**src/rtl/fetchstage_pkg.sv**
```systemverilog
// Shared definitions for the instruction fetch stage.
// Contents:
//   OPCODE_NOP / OPCODE_HALT  - 5-bit opcodes held in instruction bits [31:27]
//   NOP_WORD                  - the idle instruction handed to stage 1
//   t_cycle_width             - bus transfer width encoding
//   t_fetch_state             - fetch FSM states (ISSUE, WAIT, HALTED)
//   opcode_of()               - extracts the opcode field of an instruction word
package fetchstage_pkg;

    localparam logic [4:0]  OPCODE_NOP  = 5'h00;
    localparam logic [4:0]  OPCODE_HALT = 5'h1F;
    localparam logic [31:0] NOP_WORD    = {OPCODE_NOP, 27'h0};

    typedef enum logic [1:0] {
        CYCLE_BYTE = 2'd0,
        CYCLE_HALF = 2'd1,
        CYCLE_WORD = 2'd2
    } t_cycle_width;

    typedef enum logic [1:0] {
        ISSUE  = 2'd0,
        WAIT   = 2'd1,
        HALTED = 2'd2
    } t_fetch_state;

    function automatic logic [4:0] opcode_of(input logic [31:0] word);
        return word[31:27];
    endfunction

endpackage

```
**src/rtl/fetchstage_if.sv**
```systemverilog
// Fetch-side view of the shared memory bus.
// Signals:
//   fetch_read         - read request, held high for the whole outstanding fetch
//   fetch_address      - word-aligned read address
//   fetch_cycle_width  - transfer width, always a word for instruction fetch
//   bus_data_in        - read data returned by the bus
//   bus_ready          - bus_data_in is valid for the outstanding fetch
// Handshake: a fetch is outstanding while fetch_read is high; it completes on
// the first rising edge where fetch_read and bus_ready are both high, and
// bus_data_in is taken on that edge. The requester may drop fetch_read to
// abandon a fetch; a bus_ready seen while fetch_read is low means nothing.
// Modports: master = fetch stage, slave = bus interface.
interface fetchstage_if;
    import fetchstage_pkg::*;

    logic         fetch_read;
    logic [31:0]  fetch_address;
    t_cycle_width fetch_cycle_width;
    logic [31:0]  bus_data_in;
    logic         bus_ready;

    modport master (
        output fetch_read, fetch_address, fetch_cycle_width,
        input  bus_data_in, bus_ready
    );

    modport slave (
        input  fetch_read, fetch_address, fetch_cycle_width,
        output bus_data_in, bus_ready
    );

endinterface

```
**src/rtl/fetchstage.sv**
```systemverilog
// Instruction fetch stage. Owns the program counter, issues word reads on the
// shared bus, and hands one registered instruction per completed fetch to
// memory stage 1 (NOP otherwise). Yields the bus while stage 1 runs a memory
// access cycle, redirects on jump, and stops for good after fetching HALT.
// Ports:
//   clock                - rising-edge clock
//   reset                - asynchronous, active-low reset
//   memory_access_cycle  - stage 1 owns the bus this cycle
//   jump, jump_address   - redirect request and target (bits [1:0] ignored)
//   bus                  - fetch side of the shared bus (fetchstage_if.master)
//   outbound_instruction - registered instruction to stage 1
//   outbound_pc          - address of outbound_instruction
//   halted               - high once HALT has been forwarded
//   state                - current FSM state, for observation
module fetchstage
    import fetchstage_pkg::*;
#(
    parameter logic [31:0] RESET_PC = 32'h0000_0000
) (
    input  logic               clock,
    input  logic               reset,
    input  logic               memory_access_cycle,
    input  logic               jump,
    input  logic [31:0]        jump_address,
    fetchstage_if.master       bus,
    output logic [31:0]        outbound_instruction,
    output logic [31:0]        outbound_pc,
    output logic               halted,
    output t_fetch_state       state
);

    t_fetch_state state_q, state_d;
    logic [31:0]  pc_q, pc_d;
    logic         read_q, read_d;
    logic [31:0]  addr_q, addr_d;
    logic [31:0]  instr_q, instr_d;
    logic [31:0]  opc_q, opc_d;
    logic         halted_q, halted_d;

    logic [31:0]  pc_plus4;
    logic [31:0]  jump_target;
    logic         unused_jump_bits;

    assign pc_plus4         = pc_q + 32'd4;
    assign jump_target      = {jump_address[31:2], 2'b00};
    assign unused_jump_bits = ^jump_address[1:0];

    always_ff @(posedge clock or negedge reset) begin
        if (!reset) begin
            state_q  <= ISSUE;
            pc_q     <= RESET_PC;
            read_q   <= 1'b0;
            addr_q   <= 32'h0;
            instr_q  <= NOP_WORD;
            opc_q    <= 32'h0;
            halted_q <= 1'b0;
        end else begin
            state_q  <= state_d;
            pc_q     <= pc_d;
            read_q   <= read_d;
            addr_q   <= addr_d;
            instr_q  <= instr_d;
            opc_q    <= opc_d;
            halted_q <= halted_d;
        end
    end

    // In WAIT, fetch_address always equals pc, so pc is the address of the
    // word arriving on bus_data_in.
    always_comb begin
        state_d  = state_q;
        pc_d     = pc_q;
        read_d   = read_q;
        addr_d   = addr_q;
        instr_d  = NOP_WORD;
        opc_d    = opc_q;
        halted_d = halted_q;

        case (state_q)
            ISSUE: begin
                if (jump) begin
                    pc_d   = jump_target;
                    read_d = 1'b0;
                end else if (memory_access_cycle) begin
                    read_d = 1'b0;
                end else begin
                    read_d  = 1'b1;
                    addr_d  = pc_q;
                    state_d = WAIT;
                end
            end
            WAIT: begin
                if (jump) begin
                    // Redirect wins; any data arriving this cycle is dropped.
                    pc_d    = jump_target;
                    read_d  = 1'b0;
                    state_d = ISSUE;
                end else if (bus.bus_ready) begin
                    instr_d = bus.bus_data_in;
                    opc_d   = pc_q;
                    pc_d    = pc_plus4;
                    if (opcode_of(bus.bus_data_in) == OPCODE_HALT) begin
                        read_d   = 1'b0;
                        halted_d = 1'b1;
                        state_d  = HALTED;
                    end else if (!memory_access_cycle) begin
                        // Back-to-back issue keeps a zero-wait bus at one
                        // instruction per cycle.
                        read_d = 1'b1;
                        addr_d = pc_plus4;
                    end else begin
                        read_d  = 1'b0;
                        state_d = ISSUE;
                    end
                end else if (memory_access_cycle) begin
                    // Give the bus to stage 1; pc is kept so the same word
                    // is refetched afterwards.
                    read_d  = 1'b0;
                    state_d = ISSUE;
                end
            end
            HALTED: begin
                read_d   = 1'b0;
                halted_d = 1'b1;
            end
            default: begin
                read_d  = 1'b0;
                state_d = ISSUE;
            end
        endcase
    end

    assign bus.fetch_read        = read_q;
    assign bus.fetch_address     = addr_q;
    assign bus.fetch_cycle_width = CYCLE_WORD;
    assign outbound_instruction  = instr_q;
    assign outbound_pc           = opc_q;
    assign halted                = halted_q;
    assign state                 = state_q;

endmodule

```
**src/flat_wrapper.sv**
```systemverilog
// flat-port wrapper written by rule: the top's interface ports become plain ports
module fetchstage_flat import fetchstage_pkg::*;
#(
    parameter logic [31:0] RESET_PC = 32'h0000_0000
)
  (clock, reset, memory_access_cycle, jump, jump_address, outbound_instruction, outbound_pc, halted, state, bus_fetch_read, bus_fetch_address, bus_fetch_cycle_width, bus_bus_data_in, bus_bus_ready);
  fetchstage_if bus_i ();
  input  logic clock;
  input  logic reset;
  input  logic memory_access_cycle;
  input  logic jump;
  input  logic [31:0] jump_address;
  output logic [31:0] outbound_instruction;
  output logic [31:0] outbound_pc;
  output logic halted;
  output t_fetch_state state;
  output wire logic [$bits(bus_i.fetch_read)-1:0] bus_fetch_read;
  output wire logic [$bits(bus_i.fetch_address)-1:0] bus_fetch_address;
  output wire logic [$bits(bus_i.fetch_cycle_width)-1:0] bus_fetch_cycle_width;
  input wire logic [$bits(bus_i.bus_data_in)-1:0] bus_bus_data_in;
  input wire logic [$bits(bus_i.bus_ready)-1:0] bus_bus_ready;
  assign bus_fetch_read = bus_i.fetch_read;
  assign bus_fetch_address = bus_i.fetch_address;
  assign bus_fetch_cycle_width = bus_i.fetch_cycle_width;
  assign bus_i.bus_data_in = bus_bus_data_in;
  assign bus_i.bus_ready = bus_bus_ready;
  fetchstage #(.RESET_PC(RESET_PC)) u_core (.clock(clock), .reset(reset), .memory_access_cycle(memory_access_cycle), .jump(jump), .jump_address(jump_address), .bus(bus_i), .outbound_instruction(outbound_instruction), .outbound_pc(outbound_pc), .halted(halted), .state(state));
endmodule
```
**config.mk**
```make
export PLATFORM = sky130hd
export DESIGN_NAME = fetchstage_flat
export DESIGN_NICKNAME = d
export VERILOG_FILES = /design/src/rtl/fetchstage_pkg.sv /design/src/rtl/fetchstage_if.sv /design/src/rtl/fetchstage.sv /design/src/flat_wrapper.sv
export SDC_FILE = /design/constraint.sdc
export NUM_CORES = 1
export LEC_CHECK = 0
export CAP_MARGIN = 20
export CORE_MARGIN = 2
export CORE_UTILIZATION = 50
export DETAILED_ROUTE_END_ITERATION = 6
export PLACE_DENSITY = 0.88
export SLEW_MARGIN = 20
export SYNTH_ARGS = -nofsm -noshare
export SYNTH_HDL_FRONTEND = slang
export SYNTH_SLANG_ARGS = --single-unit
```
**constraint.sdc**
```tcl
create_clock -name clock -period 3.7 [get_ports clock]
set_input_delay 0.555 -clock clock [delete_from_list [all_inputs] [get_ports clock]]
set_output_delay 0.555 -clock clock [all_outputs]
set_load 0.05 [all_outputs]
```
==> impl_metrics.toml, run 1 <==
[worst_setup_path]
worstPathMaxFanout = 11
crit_buf_inv = 1
worstSetupEndpointType = "flop"
worstSetupPathType = "reg -> reg"
critical_path.top_delay_family = "simple AND/OR/NAND/NOR gates"
cp.arrival_ns = 3.02
slowest_delay_ns = 0.71
cp_cell_sequence = "ha_1 > nand4_1 > nor3_2 > buf_4 > nor4bb_1 > xnor2_1 > a21oi_1"
crit-reg2reg-launch = "u_core.pc_q[2]"
cp_slowest_cell = "nor3_2"
path_depth = 7
ff2ff_path_depth = 7
cp-startpoint = "u_core.pc_q[2]"
critPathLaunchType = "flop"
cp.required_ns = 3.96

[sta]
worst_pin_slew_ns = 0.837
min_period_ns = 2.76
fin_crit_sh = 0.746
slew_viol_final = 0
rsz0062_at_grt = "no"
clock_skew_ns = 0.00804
tns_ns = 0
hold_violations = 0
max_freq_mhz = 362
slew_headroom = 0.439
final-setup-viol-count = 0

[detailed_routing]
first_pass_iters = 7
vias_per_cell = 5.77
dr_total_vias = 5410
wl_um = 16800
drt-initial-drc-count = 414
antenna_left = 0
drc = 12
wl_per_cell_um = 17.9

[floorplan]
io_pins = 171
die-area_um2 = 12800
chipHeight_um = 113
rows = 39
core_um2 = 11500
initial_core_util = 0.515
fp.dieW_um = 113

[yosys]
yosysSeqAreaShare = 0.531
synth_flop_cell = "dfrtp_1"
syn_area_um2 = 5940
synthCells = 652
synth_edf_count = 0
ys_types = 52
ys_ff_latch = 126
synth_area_per_cell_um2 = 9.10
synth-async-reset-ratio = 1.00
yosys_warnings = 0

[outcome]
violations = "DRC"
status = "complete, but fails checks"

[power_and_ir_drop]
peakVddDrop_uv = 460
p_seq_frac = 0.361
combinationalPowerShare = 0.313
p_leak_nw = 3.51
power_density_nw_per_um2 = 619
pwr-share-clk = 0.326
switching_share = 0.360
switching_power_mw = 1.82
internal_power_mw = 3.23

[clock_network]
cts-root-buf = "clkbuf_16"
clock-sinks = 126
clock_path_buffers = 2
post_cts_buffers = 0
cts_buffers = 17
cts_resized = 0
clk_pin_slew_ns = 0.05
htreeDepth = 4
clock_latency_ns = 0.42
cts_tree = "done"
hold_buffers = 0

[grt]
antenna_found_initial = 0
grt_pass1_wl_um = 26900
grt_pass1_vias = 5250
grt-ovfl-total = 0
track_usage = 0.273
grt_start_max_net_pins = 67

[final_layout]
drive_gt1_frac = 0.0730
areaGrowthSynthToFinish_pct = 37.5
nNetsFinal = 853
n_antenna_cell = 0
final_area_um2 = 8160

[run]
drv_cap = 0

[placement]
io_buffers = 162
dpl.hpwl_um = 11700
gp_congestion = 0.891
place_area_um2 = 7570

[worst_hold_path]
hp-class = "in -> async"
-- flip-flops by register name, indices dropped and copies added, names as in the netlist --
register	count
u_core.bus.fetch_address	30
u_core.pc_q	30
u_core.state	2
u_core.halted	1
u_core.outbound_instruction	32
u_core.bus.fetch_read	1
u_core.outbound_pc	30
-- worst reg2reg max path, stage by stage (launching register included) --
cell and delay (ns):
dfrtp_1 0.53, ha_1 0.31, nand4_1 0.16, nor3_2 0.71, buf_4 0.28, nor4bb_1 0.31, xnor2_1 0.20, a21oi_1 0.11
-- cells in the final DEF (no fill, tap or decap), drive strengths merged, types with 2 or more instances in the layout --
cell           instances
a22oi                  2
or2                    7
dfrtp                126
nor2                  61
and3                  35
and4                   4
a311oi                 4
a31oi                  8
o22ai                  8
nand4                 15
inv                    6
nand2b                 3
clkbuf                25
o211ai                 2
clkinv                 3
or3                    9
a211oi                 5
xnor2                 17
clkdlybuf4s50        161
and2                   4
nor4                   6
bufinv                 2
o311ai                 3
xor2                  12
conb                   6
o22a                   3
buf                   12
a2bb2oi                4
nand3                 20
a21oi                 55
nand2                120
or4                    3
o21ai                 23
nor3                  13
-- cell type report --
class	count	area (µm²)
timing repair buffer	173	1710
multi-input combinational	459	2500
clock buffer	25	515
clock inverter	5	78.8
fill	853	3360
sequential	126	3150
inverter	6	22.5
tap	143	179
-- synthesized netlist by cell type, types with 4 or more instances --
library cell	instances	area share
a211oi_1	5	0.0063
a21oi_1	54	0.046
a2bb2oi_1	4	0.0059
a311oi_1	4	0.0059
a31oi_1	8	0.0084
and3_1	35	0.037
buf_2	14	0.012
buf_4	6	0.0076
clkbuf_1	40	0.025
dfrtp_1	126	0.53
inv_1	6	0.0038
nand2_1	120	0.076
nand3_1	19	0.016
nand4_1	14	0.015
nor2_1	61	0.039
nor3_1	12	0.010
nor4_1	4	0.0042
o21ai_0	23	0.019
o22ai_1	8	0.0084
or2_2	7	0.0074
or3_1	9	0.0095
xnor2_1	17	0.025
xor2_1	12	0.018
-- path summary, 6_finish.rpt --
check,slack (ns),to
worst min register to register,0.47,u_core.outbound_pc[19]
worst min-delay path,0.22,u_core.bus.fetch_address[9]
max in group asynchronous,2.68,u_core.outbound_pc[23]
worst max-delay path,0.94,u_core.bus.fetch_address[16]
min in group clock,0.47,u_core.outbound_pc[19]
worst max register to register,0.94,u_core.bus.fetch_address[16]
-- power groups by stage --
stage | Clock, mW | Sequential [mW] | Combinational (mW)
after floorplan | 0 | 2.39 | 0.428
after global placement | 0 | 1.83 | 1.55
after detailed placement | 0 | 1.84 | 1.58
after CTS | 1.67 | 1.82 | 1.58
after global routing | 1.73 | 1.85 | 1.66
final | 1.65 | 1.82 | 1.58
-- per-layer routing --
metal | share of wire | up-vias | global-route usage
met5 | 0 | - | 0
met4 | 0.034 | 0 | 0.122
met3 | 0.081 | 52 | 0.0723
met2 | 0.49 | 271 | 0.452
met1 | 0.39 | 2597 | 0.338
li1 | - | 2490 | -
-- kinds of logic after synthesis --
logic type               share of synthesized area
other                                      0.00127
buffers and inverters                       0.0533
adder cells (fa/ha/maj)                    0.00211
XOR/XNOR                                    0.0428
AO/OA/AOI/OAI                                0.118
flip-flops                                   0.531
multiplexers                               0.00169
AND/OR/NAND/NOR                              0.249
-- stage by stage --
stage                     setup slack (ns)  cells  utilization  total power, mW  hold WS (ns)
after floorplan                       1.50    656            -             2.82         0.259
after global routing                 0.781    937        0.709             5.25         0.272
after global placement                1.09    907        0.657             3.38         0.462
after detailed placement              1.05    907        0.657             3.42         0.462
after CTS                             1.04    937        0.709             5.07         0.245
final                                0.939    937        0.709             5.05         0.223
Note: power is estimated with default switching activity, not from simulation.
==> inputs of run 2 (changes only) <==
CORE_UTILIZATION = 43   (was 50)
PLACE_DENSITY = 0.81   (was 0.88)
clock period = 2.53 ns   (was 3.7 ns; I/O delays follow)
==> run 2 against run 1 <==
Net effect:
- the flow now finishes without violations
- final cell count grew 5.5%
- global-route usage shrank 4.2 points
- flip-flop and latch count stayed put
==> impl_metrics.toml, run 2 (synthesized netlist as in run 1, its figures left out) <==
[placement]
place_area_um2 = 7790
dpl.hpwl_um = 11800
place_inst = 958
io_buffers = 162
pre_cts_slack_ns = 0.265
gp_congestion = 0.886

[detailed_routing]
wl_per_cell_um = 16.4
first_pass_iters = 5
drc = 0
antenna_left = 0
vias_per_cell = 5.36
wl_um = 16200
drt-initial-drc-count = 415
dr_total_vias = 5303

[sta]
min_period_ns = 2.26
clock_skew_ns = 0.00716
final-setup-viol-count = 0
worst_pin_slew_ns = 0.621
tns_ns = 0
slew_viol_final = 0
whs_ns = 0.472
hold_violations = 0
rsz0062_at_grt = "no"
setup_slack_ns = 0.268
max_freq_mhz = 442
fin_crit_sh = 0.894
slew_headroom = 0.582

[grt]
track_usage = 0.231
grt_pass1_wl_um = 26300
grt_pass1_vias = 5086
antenna_found_initial = 0
grt-ovfl-total = 0
grt_start_max_net_pins = 61

[clock_network]
post_cts_buffers = 0
clock_latency_ns = 0.42
htreeDepth = 4
clk_pin_slew_ns = 0.05
clock-sinks = 126
cts_resized = 0
cts-root-buf = "clkbuf_16"
cts_tree = "done"
clock_path_buffers = 2
cts_buffers = 17

[power_and_ir_drop]
peakVddDrop_uv = 512
p_seq_frac = 0.361
power.total_mw = 7.26
switching_share = 0.366
internal_power_mw = 4.61
combinationalPowerShare = 0.328
switching_power_mw = 2.66
p_leak_nw = 3.59
pwr-share-clk = 0.311
power_density_nw_per_um2 = 870

[outcome]
status = "finished clean"

[final_layout]
postLayoutCoreUtil = 0.626
stdcell_count = 989
areaGrowthSynthToFinish_pct = 40.7
n_antenna_cell = 0
drive_gt1_frac = 0.0935
final_area_um2 = 8350
fillCellCount = 1143
nNetsFinal = 872
layout_common_cells = "clkdlybuf4s50_1, dfrtp_1, nand2_1"
multiInputGateArea_um2 = 2500
final_common_cell = "clkdlybuf4s50_1"
largest_register_ffs = 32
seqCellArea_um2 = 3150

[worst_setup_path]
worstPathMaxFanout = 18
worstSetupEndpointType = "flop"
worstSetupPathType = "reg -> reg"
cp.arrival_ns = 2.56
cp_slowest_cell = "dfrtp_1"
slowest_delay_ns = 0.51
cp.required_ns = 2.83
cp_cell_sequence = "ha_1 > nand4_1 > nor3_2 > buf_12 > and2_0 > a41oi_1 > o22a_1"
critPathLaunchType = "flop"

[floorplan]
io_pins = 171
chipHeight_um = 121
initial_core_util = 0.445
core_um2 = 13300
rows = 42
die-area_um2 = 14800
fp.dieW_um = 121

[worst_hold_path]
hp-class = "reg -> reg"

[run]
drv_cap = 0
-- run 2: changes by cell type in the layout (fill, tap and decap cells not counted) --
| cell | change |
|---|---|
| buf_4 | +14 |
| dlygate4sd3_1 | +1 |
| clkinv_4 | -1 |
| bufinv_16 | -1 |
| clkbuf_8 | -2 |
| clkinvlp_4 | +1 |
| clkinv_2 | +3 |
| buf_12 | +4 |
-- run 2: repair_timing --
item,CTS,global route
endpoints found under the hold margin,41,0
setup endpoints to repair,0,0
hold buffers,1,0
-- run 2: path summary, 6_finish.rpt --
kind                                         from                      to  slack [ns]  cells after the start
max                                u_core.pc_q[2]         u_core.pc_q[30]        0.27                      7
min                        u_core.outbound_pc[16]  u_core.outbound_pc[16]        0.47                      2
max reg2reg                        u_core.pc_q[2]         u_core.pc_q[30]        0.27                      7
min reg2reg                u_core.outbound_pc[16]  u_core.outbound_pc[16]        0.47                      2
max in group asynchronous                   reset  u_core.outbound_pc[10]        1.36                      3
min in group asynchronous                   reset   u_core.bus.fetch_read        0.50                      2
-- run 2: final cells by class --
type / count / share of cell area
sequential: 126 / 0.377
multi-input combinational: 459 / 0.299
timing repair buffer: 192 / 0.229
clock buffer: 23 / 0.0584
tap: 176 / 0.0264
clock inverter: 7 / 0.00749
inverter: 6 / 0.00270
-- run 2: routing by layer --
layer  wire, µm  vias up  global-route usage
met1       6720     2506               0.309
met2       7550      254               0.346
met3       1690       20              0.0832
met4        250        0              0.0805
met5          0        -                   0
li1           -     2523                   -
-- run 2: power by group through the flow --
stage          sequential (mW)  clock [mW]  combinational [mW]
4_1_cts                   2.63        2.30                2.39
2_1_floorplan             3.49           0               0.626
3_5_place_dp              2.66           0                2.38
3_3_place_gp              2.64           0                2.36
6_report                  2.62        2.26                2.38
5_1_grt                   2.67        2.40                2.53
-- run 2: worst max-delay path: cells and delay by family (launching register included) --
kind                     cells  cell delay [ns]
AND/OR/NAND/NOR              3             0.84
flip-flops                   1             0.51
AO/OA/AOI/OAI                2             0.39
adder cells (fa/ha/maj)      1             0.22
buffers and inverters        1             0.18
